`src/rtl/stream_mux_rr.sv`:
```
// -----------------------------------------------------------------------------
// stream_mux_rr
//   N-input, WIDTH-bit stream multiplexer with valid/ready handshakes.
//   The arbiter is either fixed priority (lowest index wins) or round-robin.
//   A grant is held from the first beat of a packet until its last beat.
//   The output beat is registered, so it takes one cycle from accept to
//   out_valid. in_ready is combinational from in_valid and out_ready.
//
// Ports
//   clk        system clock, rising edge
//   rst_n      asynchronous active-low reset
//   mode       0 = fixed priority, 1 = round-robin (sampled when arbitrating)
//   in_data    channel k occupies bits [k*WIDTH +: WIDTH]
//   in_valid   per-channel beat valid
//   in_last    per-channel end-of-packet, qualified by in_valid
//   in_ready   per-channel accept, at most one bit set
//   out_data   registered output beat
//   out_valid  registered output valid
//   out_last   registered end-of-packet
//   out_sel    index of the channel that produced out_data
//   out_ready  downstream accept
// -----------------------------------------------------------------------------
module stream_mux_rr #(
    parameter int  N     = 4,
    parameter int  WIDTH = 8,
    localparam int SELW  = (N > 1) ? $clog2(N) : 1
) (
    input  logic               clk,
    input  logic               rst_n,
    input  logic               mode,
    input  logic [N*WIDTH-1:0] in_data,
    input  logic [N-1:0]       in_valid,
    input  logic [N-1:0]       in_last,
    output logic [N-1:0]       in_ready,
    output logic [WIDTH-1:0]   out_data,
    output logic               out_valid,
    output logic               out_last,
    output logic [SELW-1:0]    out_sel,
    input  logic               out_ready
);

    typedef enum logic {
        ST_IDLE   = 1'b0,
        ST_LOCKED = 1'b1
    } state_t;

    state_t            r_state;
    state_t            w_state_nxt;
    logic [SELW-1:0]   r_grant;
    logic [SELW-1:0]   r_rr_ptr;

    logic [WIDTH-1:0]  r_out_data;
    logic              r_out_valid;
    logic              r_out_last;
    logic [SELW-1:0]   r_out_sel;

    logic              w_load_en;
    logic              w_any_valid;
    logic              w_lo_found;
    logic [SELW-1:0]   w_lo_idx;
    logic              w_hi_found;
    logic [SELW-1:0]   w_hi_idx;
    logic [SELW-1:0]   w_arb_idx;
    logic [SELW-1:0]   w_sel;
    logic              w_sel_ready;
    logic              w_beat_valid;
    logic              w_beat_last;
    logic [WIDTH-1:0]  w_beat_data;
    logic              w_accept;
    logic [N-1:0]      w_in_ready;

    assign w_load_en   = ~r_out_valid | out_ready;
    assign w_any_valid = |in_valid;

    // Arbiter. Scanning downward leaves the lowest matching index in place.
    // w_lo_* is the lowest valid channel overall; w_hi_* the lowest valid
    // channel above rr_ptr. Round-robin takes w_hi_* and falls back to
    // w_lo_* when nothing above the pointer is valid (wrap-around).
    always_comb begin
        w_lo_found = 1'b0;
        w_lo_idx   = '0;
        w_hi_found = 1'b0;
        w_hi_idx   = '0;
        for (int k = N - 1; k >= 0; k--) begin
            if (in_valid[k]) begin
                w_lo_found = 1'b1;
                w_lo_idx   = SELW'(k);
                if (SELW'(k) > r_rr_ptr) begin
                    w_hi_found = 1'b1;
                    w_hi_idx   = SELW'(k);
                end
            end
        end
        if (mode && w_hi_found) begin
            w_arb_idx = w_hi_idx;
        end else begin
            w_arb_idx = w_lo_idx;
        end
    end

    // Channel steering: a locked packet keeps its channel; otherwise the
    // arbiter result is used.
    always_comb begin
        w_sel        = (r_state == ST_LOCKED) ? r_grant : w_arb_idx;
        w_sel_ready  = w_load_en & ((r_state == ST_LOCKED) | w_any_valid);
        w_beat_valid = 1'b0;
        w_beat_last  = 1'b0;
        w_beat_data  = '0;
        w_in_ready   = '0;
        for (int k = 0; k < N; k++) begin
            if (w_sel == SELW'(k)) begin
                w_beat_valid  = in_valid[k];
                w_beat_last   = in_last[k];
                w_beat_data   = in_data[k*WIDTH +: WIDTH];
                w_in_ready[k] = w_sel_ready;
            end
        end
        w_accept = w_load_en & w_beat_valid;
    end

    always_comb begin
        w_state_nxt = r_state;
        case (r_state)
            ST_IDLE: begin
                if (w_accept && !w_beat_last) begin
                    w_state_nxt = ST_LOCKED;
                end
            end
            ST_LOCKED: begin
                if (w_accept && w_beat_last) begin
                    w_state_nxt = ST_IDLE;
                end
            end
            default: w_state_nxt = ST_IDLE;
        endcase
    end

    always_ff @(posedge clk or negedge rst_n) begin
        if (!rst_n) begin
            r_state <= ST_IDLE;
        end else begin
            r_state <= w_state_nxt;
        end
    end

    // The pointer starts at N-1 so channel 0 wins the first round-robin pick.
    always_ff @(posedge clk or negedge rst_n) begin
        if (!rst_n) begin
            r_grant  <= '0;
            r_rr_ptr <= SELW'(N - 1);
        end else begin
            if (r_state == ST_IDLE && w_accept && !w_beat_last) begin
                r_grant <= w_sel;
            end
            if (w_accept && w_beat_last) begin
                r_rr_ptr <= w_sel;
            end
        end
    end

    // Output stage: data/last/sel hold when no beat is loaded.
    always_ff @(posedge clk or negedge rst_n) begin
        if (!rst_n) begin
            r_out_valid <= 1'b0;
            r_out_data  <= '0;
            r_out_last  <= 1'b0;
            r_out_sel   <= '0;
        end else if (w_load_en) begin
            r_out_valid <= w_accept;
            if (w_accept) begin
                r_out_data <= w_beat_data;
                r_out_last <= w_beat_last;
                r_out_sel  <= w_sel;
            end
        end
    end

    assign in_ready  = w_in_ready;
    assign out_data  = r_out_data;
    assign out_valid = r_out_valid;
    assign out_last  = r_out_last;
    assign out_sel   = r_out_sel;

endmodule

```
`config.mk`:
```
export PLATFORM = sky130hd
export DESIGN_NAME = stream_mux_rr
export DESIGN_NICKNAME = d
export VERILOG_FILES = /design/src/rtl/stream_mux_rr.sv
export SDC_FILE = /design/constraint.sdc
export NUM_CORES = 1
export LEC_CHECK = 0
export CAP_MARGIN = 20
export CORE_MARGIN = 2
export CORE_UTILIZATION = 46
export CTS_CLUSTER_SIZE = 20
export DETAILED_ROUTE_END_ITERATION = 6
export PLACE_DENSITY_LB_ADDON = 0.3
export SLEW_MARGIN = 20
export SYNTH_ARGS = -nofsm -noshare
export SYNTH_HDL_FRONTEND = slang
export SYNTH_SLANG_ARGS = --single-unit
export TNS_END_PERCENT = 20
```
`constraint.sdc`:
```
create_clock -name clk -period 5.5 [get_ports clk]
set_input_delay 1.1 -clock clk [delete_from_list [all_inputs] [get_ports clk]]
set_output_delay 1.1 -clock clk [all_outputs]
set_load 0.01 [all_outputs]
```
==> out/results.ini <==
[status]
outcome = completed

[timing]
tightest_slew_ps = 765
tns_ps = 0
max_freq_ghz = 0.222
finalMaxSlewViolations = 0
fin_crit_ps = 4510
hold_violations = 0
setup_violations = 0
skew_ps = 3.16
max_slew_margin_pct = 48.8
layout_setup_ws_ps = 987
grt_setup_unrepaired = false
post-route-period-util_pct = 82.0

[clock_network]
postCtsSetupBuffers = 0
numClockSinks = 17
cts.clk_slew.worst_paths_ps = 100
h-tree-depth = 1
post_cts_hold_buffer_count = 0
worstSkewPairLatency_ps = 290
cts_tree = yes
ctsResizeCount = 0
cts_buffer_depth = 2
numCtsBuffers = 3
clock-root-buffer = clkbuf_4

[final_layout]
drive_gt1_share_pct = 18.1
syn_to_final_growth_pct = 43.5
nets = 233
fin_area_sq_mm = 0.00210
antennaDiodeCount = 0
fin_util_pct = 69.3

[worst_setup_path]
slowest_delay_ps = 640
crit_path_start_kind = input port
critPathSlowestCell = clkdlybuf4s50_1
endpoint_kind = output pin
crit_path_frequent_cell = clkdlybuf4s50_1
worstPathRequired_ps = 4400
crit_type = in -> out
crit_chain = clkdlybuf4s50_1, nand2b_1, o221a_1, a2bb2oi_4, nand2_1, nor2_1, clkdlybuf4s50_1
path_max_fanout = 14
critical_path_buf_inv_count = 2
arrival_ps = 3410
crit_family = buffers and inverters

[power_and_ir_drop]
combPwrFrac_pct = 69.6
p_clk_share_pct = 6.4
power.switching_uw = 420
switching_share_pct = 39.3
power_leakage_nw = 0.881
power_mw = 1.07
seqPwrFrac_pct = 24.0
peakVddDrop_mv = 0.233
p_int_uw = 649
p_per_area_mw_per_mm2 = 510

[route]
drc = 0
drtIter0Drc = 37
avgViaCountPerCell = 5.41
wl_met1_um = 1450
wirelength_um = 3580
wl_met3_um = 138
drt_pre_antenna_iters = 4
ant_nets = 0
highest_layer = met4
wl_per_cell_um = 15.4
dr_wl_met2_um = 1960
vias = 1254

[floorplan]
die-area_sq_mm = 0.00364
io-pin-count = 60
die_y_um = 60.4
num_rows = 20
start_util_pct = 48.3
core_sq_mm = 0.00303
die-width_um = 60.4

[logic_synthesis]
synth_fa_ha_area_share_pct = 0
synth-seq-cells = 17
syn_area_per_cell_sq_um = 11.2
ys.flop_type = dfrtp_1
synthMuxAreaShare_pct = 33.7
synth_xor_area_share_pct = 0
syn-num-nets = 174
yosysMostFrequentCell = mux2i_1
synth_area_sq_mm = 0.00146
synth_edf_count = 0
yosysUniqueCellTypes = 45
yosys.area_share.simple_pct = 15.7
synth-compound-area-share_pct = 17.3
synth.area.top_cells = dfrtp_1 (26%), mux2i_1 (18%), mux2_4 (11%)
synth-seq-area-share_pct = 29.3
netlist_instances = 130
ys_async_sr_fraction_pct = 100
synth_top_area_share_pct = 25.7
ys.warnings.count = 0
synth_top_area_cell = dfrtp_1
synth_top_family_by_area = multiplexers
synth_common_cells = mux2i_1 (26), dfrtp_1 (15), mux2_4 (11)

[placement]
placed_area_sq_mm = 0.00207
portBuffers = 59
pre_cts_slack_ps = 999
gp_routability_congestion = 0.854
dpl.hpwl_um = 2880

[global_routing]
track_usage_pct = 21.1
grt_max_degree = 20
grt_pass1_vias = 1270
gr-total-overflow = 0
grt_antenna_before_repair = 0
grt_pass1_wl_um = 5820

[hold_path]
hold_class = reg -> reg

[flow_run]
drv_cap = 0

## cells by family (layout without fill, tap and decap cells)
kind of cell	Yosys count	in the layout
muxes	42	42
and+or+nand+nor	35	35
AOI/OAI and AO/OA	26	26
DFF	17	17
buffers and inverters	10	68
## cell usage in the layout, fill, tap and decap left out, types with 2 or more instances in the layout
| master | count |
|---|---|
| clkdlybuf4s50_1 | 59 |
| mux2i_1 | 26 |
| dfrtp_1 | 15 |
| mux2_4 | 11 |
| nand2b_1 | 6 |
| nor2_1 | 6 |
| nand2_1 | 6 |
| inv_1 | 4 |
| nor2b_1 | 4 |
| a31oi_1 | 3 |
| o211ai_1 | 3 |
| o21ai_0 | 3 |
| mux2_2 | 3 |
| clkbuf_4 | 3 |
| a22oi_1 | 2 |
| a21boi_0 | 2 |
| nand3_1 | 2 |
| o22ai_2 | 2 |
| dfstp_2 | 2 |
## final cells by class
| cell class | count | area (sq um) |
|---|---|---|
| clock buffer | 4 | 26.3 |
| fill | 241 | 931 |
| inverter | 4 | 15.0 |
| multi-input combinational | 103 | 975 |
| sequential | 17 | 428 |
| tap | 44 | 55.1 |
| timing repair buffer | 60 | 598 |
## path summary, 6_finish.rpt
| path | start | end | slack, ps | cells past startpoint |
|---|---|---|---|---|
| min | out_data[7]$_DFFE_PN0P_ | out_data[7]$_DFFE_PN0P_ | 520 | 1 |
| max reg2reg | flop | out_data[0]$_DFFE_PN0P_ | 2990 | 6 |
| min reg2reg | out_data[7]$_DFFE_PN0P_ | out_data[7]$_DFFE_PN0P_ | 520 | 1 |
| max | in_valid[1] | in_ready[1] | 990 | 7 |
| max in group asynchronous | rst_n | out_data[7]$_DFFE_PN0P_ | 3770 | 1 |
| min in group asynchronous | rst_n | out_last$_DFFE_PN0P_ | 1250 | 1 |
## flip-flops by register name, indices dropped and copies added (netlist names), named ones only
signal,flops
out_valid,1
r_grant,2
r_rr_ptr,2
out_data,8
out_sel,2
out_last,1
## metrics by stage
| stage | std cells | hold slack (ps) |
|---|---|---|
| floorplan | 130 | 497 |
| global placement | 228 | 495 |
| detailed placement | 228 | 496 |
| CTS | 232 | 526 |
| global route | 232 | 553 |
| finish | 232 | 520 |
## power by group through the flow
| stage | Combinational, mW | Clock [mW] | Sequential, mW |
|---|---|---|---|
| global route | 0.801 | 0.0769 | 0.269 |
| floorplan | 0.537 | 0 | 0.253 |
| global placement | 0.729 | 0 | 0.255 |
| finish | 0.744 | 0.0684 | 0.256 |
| CTS | 0.750 | 0.0715 | 0.257 |
| detailed placement | 0.748 | 0 | 0.258 |
## layer usage
| layer | GRT usage, % | vias to the layer above |
|---|---|---|
| li1 | - | 604 |
| met1 | 26.3 | 611 |
| met2 | 38.4 | 35 |
| met3 | 3.84 | 4 |
| met4 | 4.13 | 0 |
| met5 | 0 | - |
(Power assumes the default switching activity.)
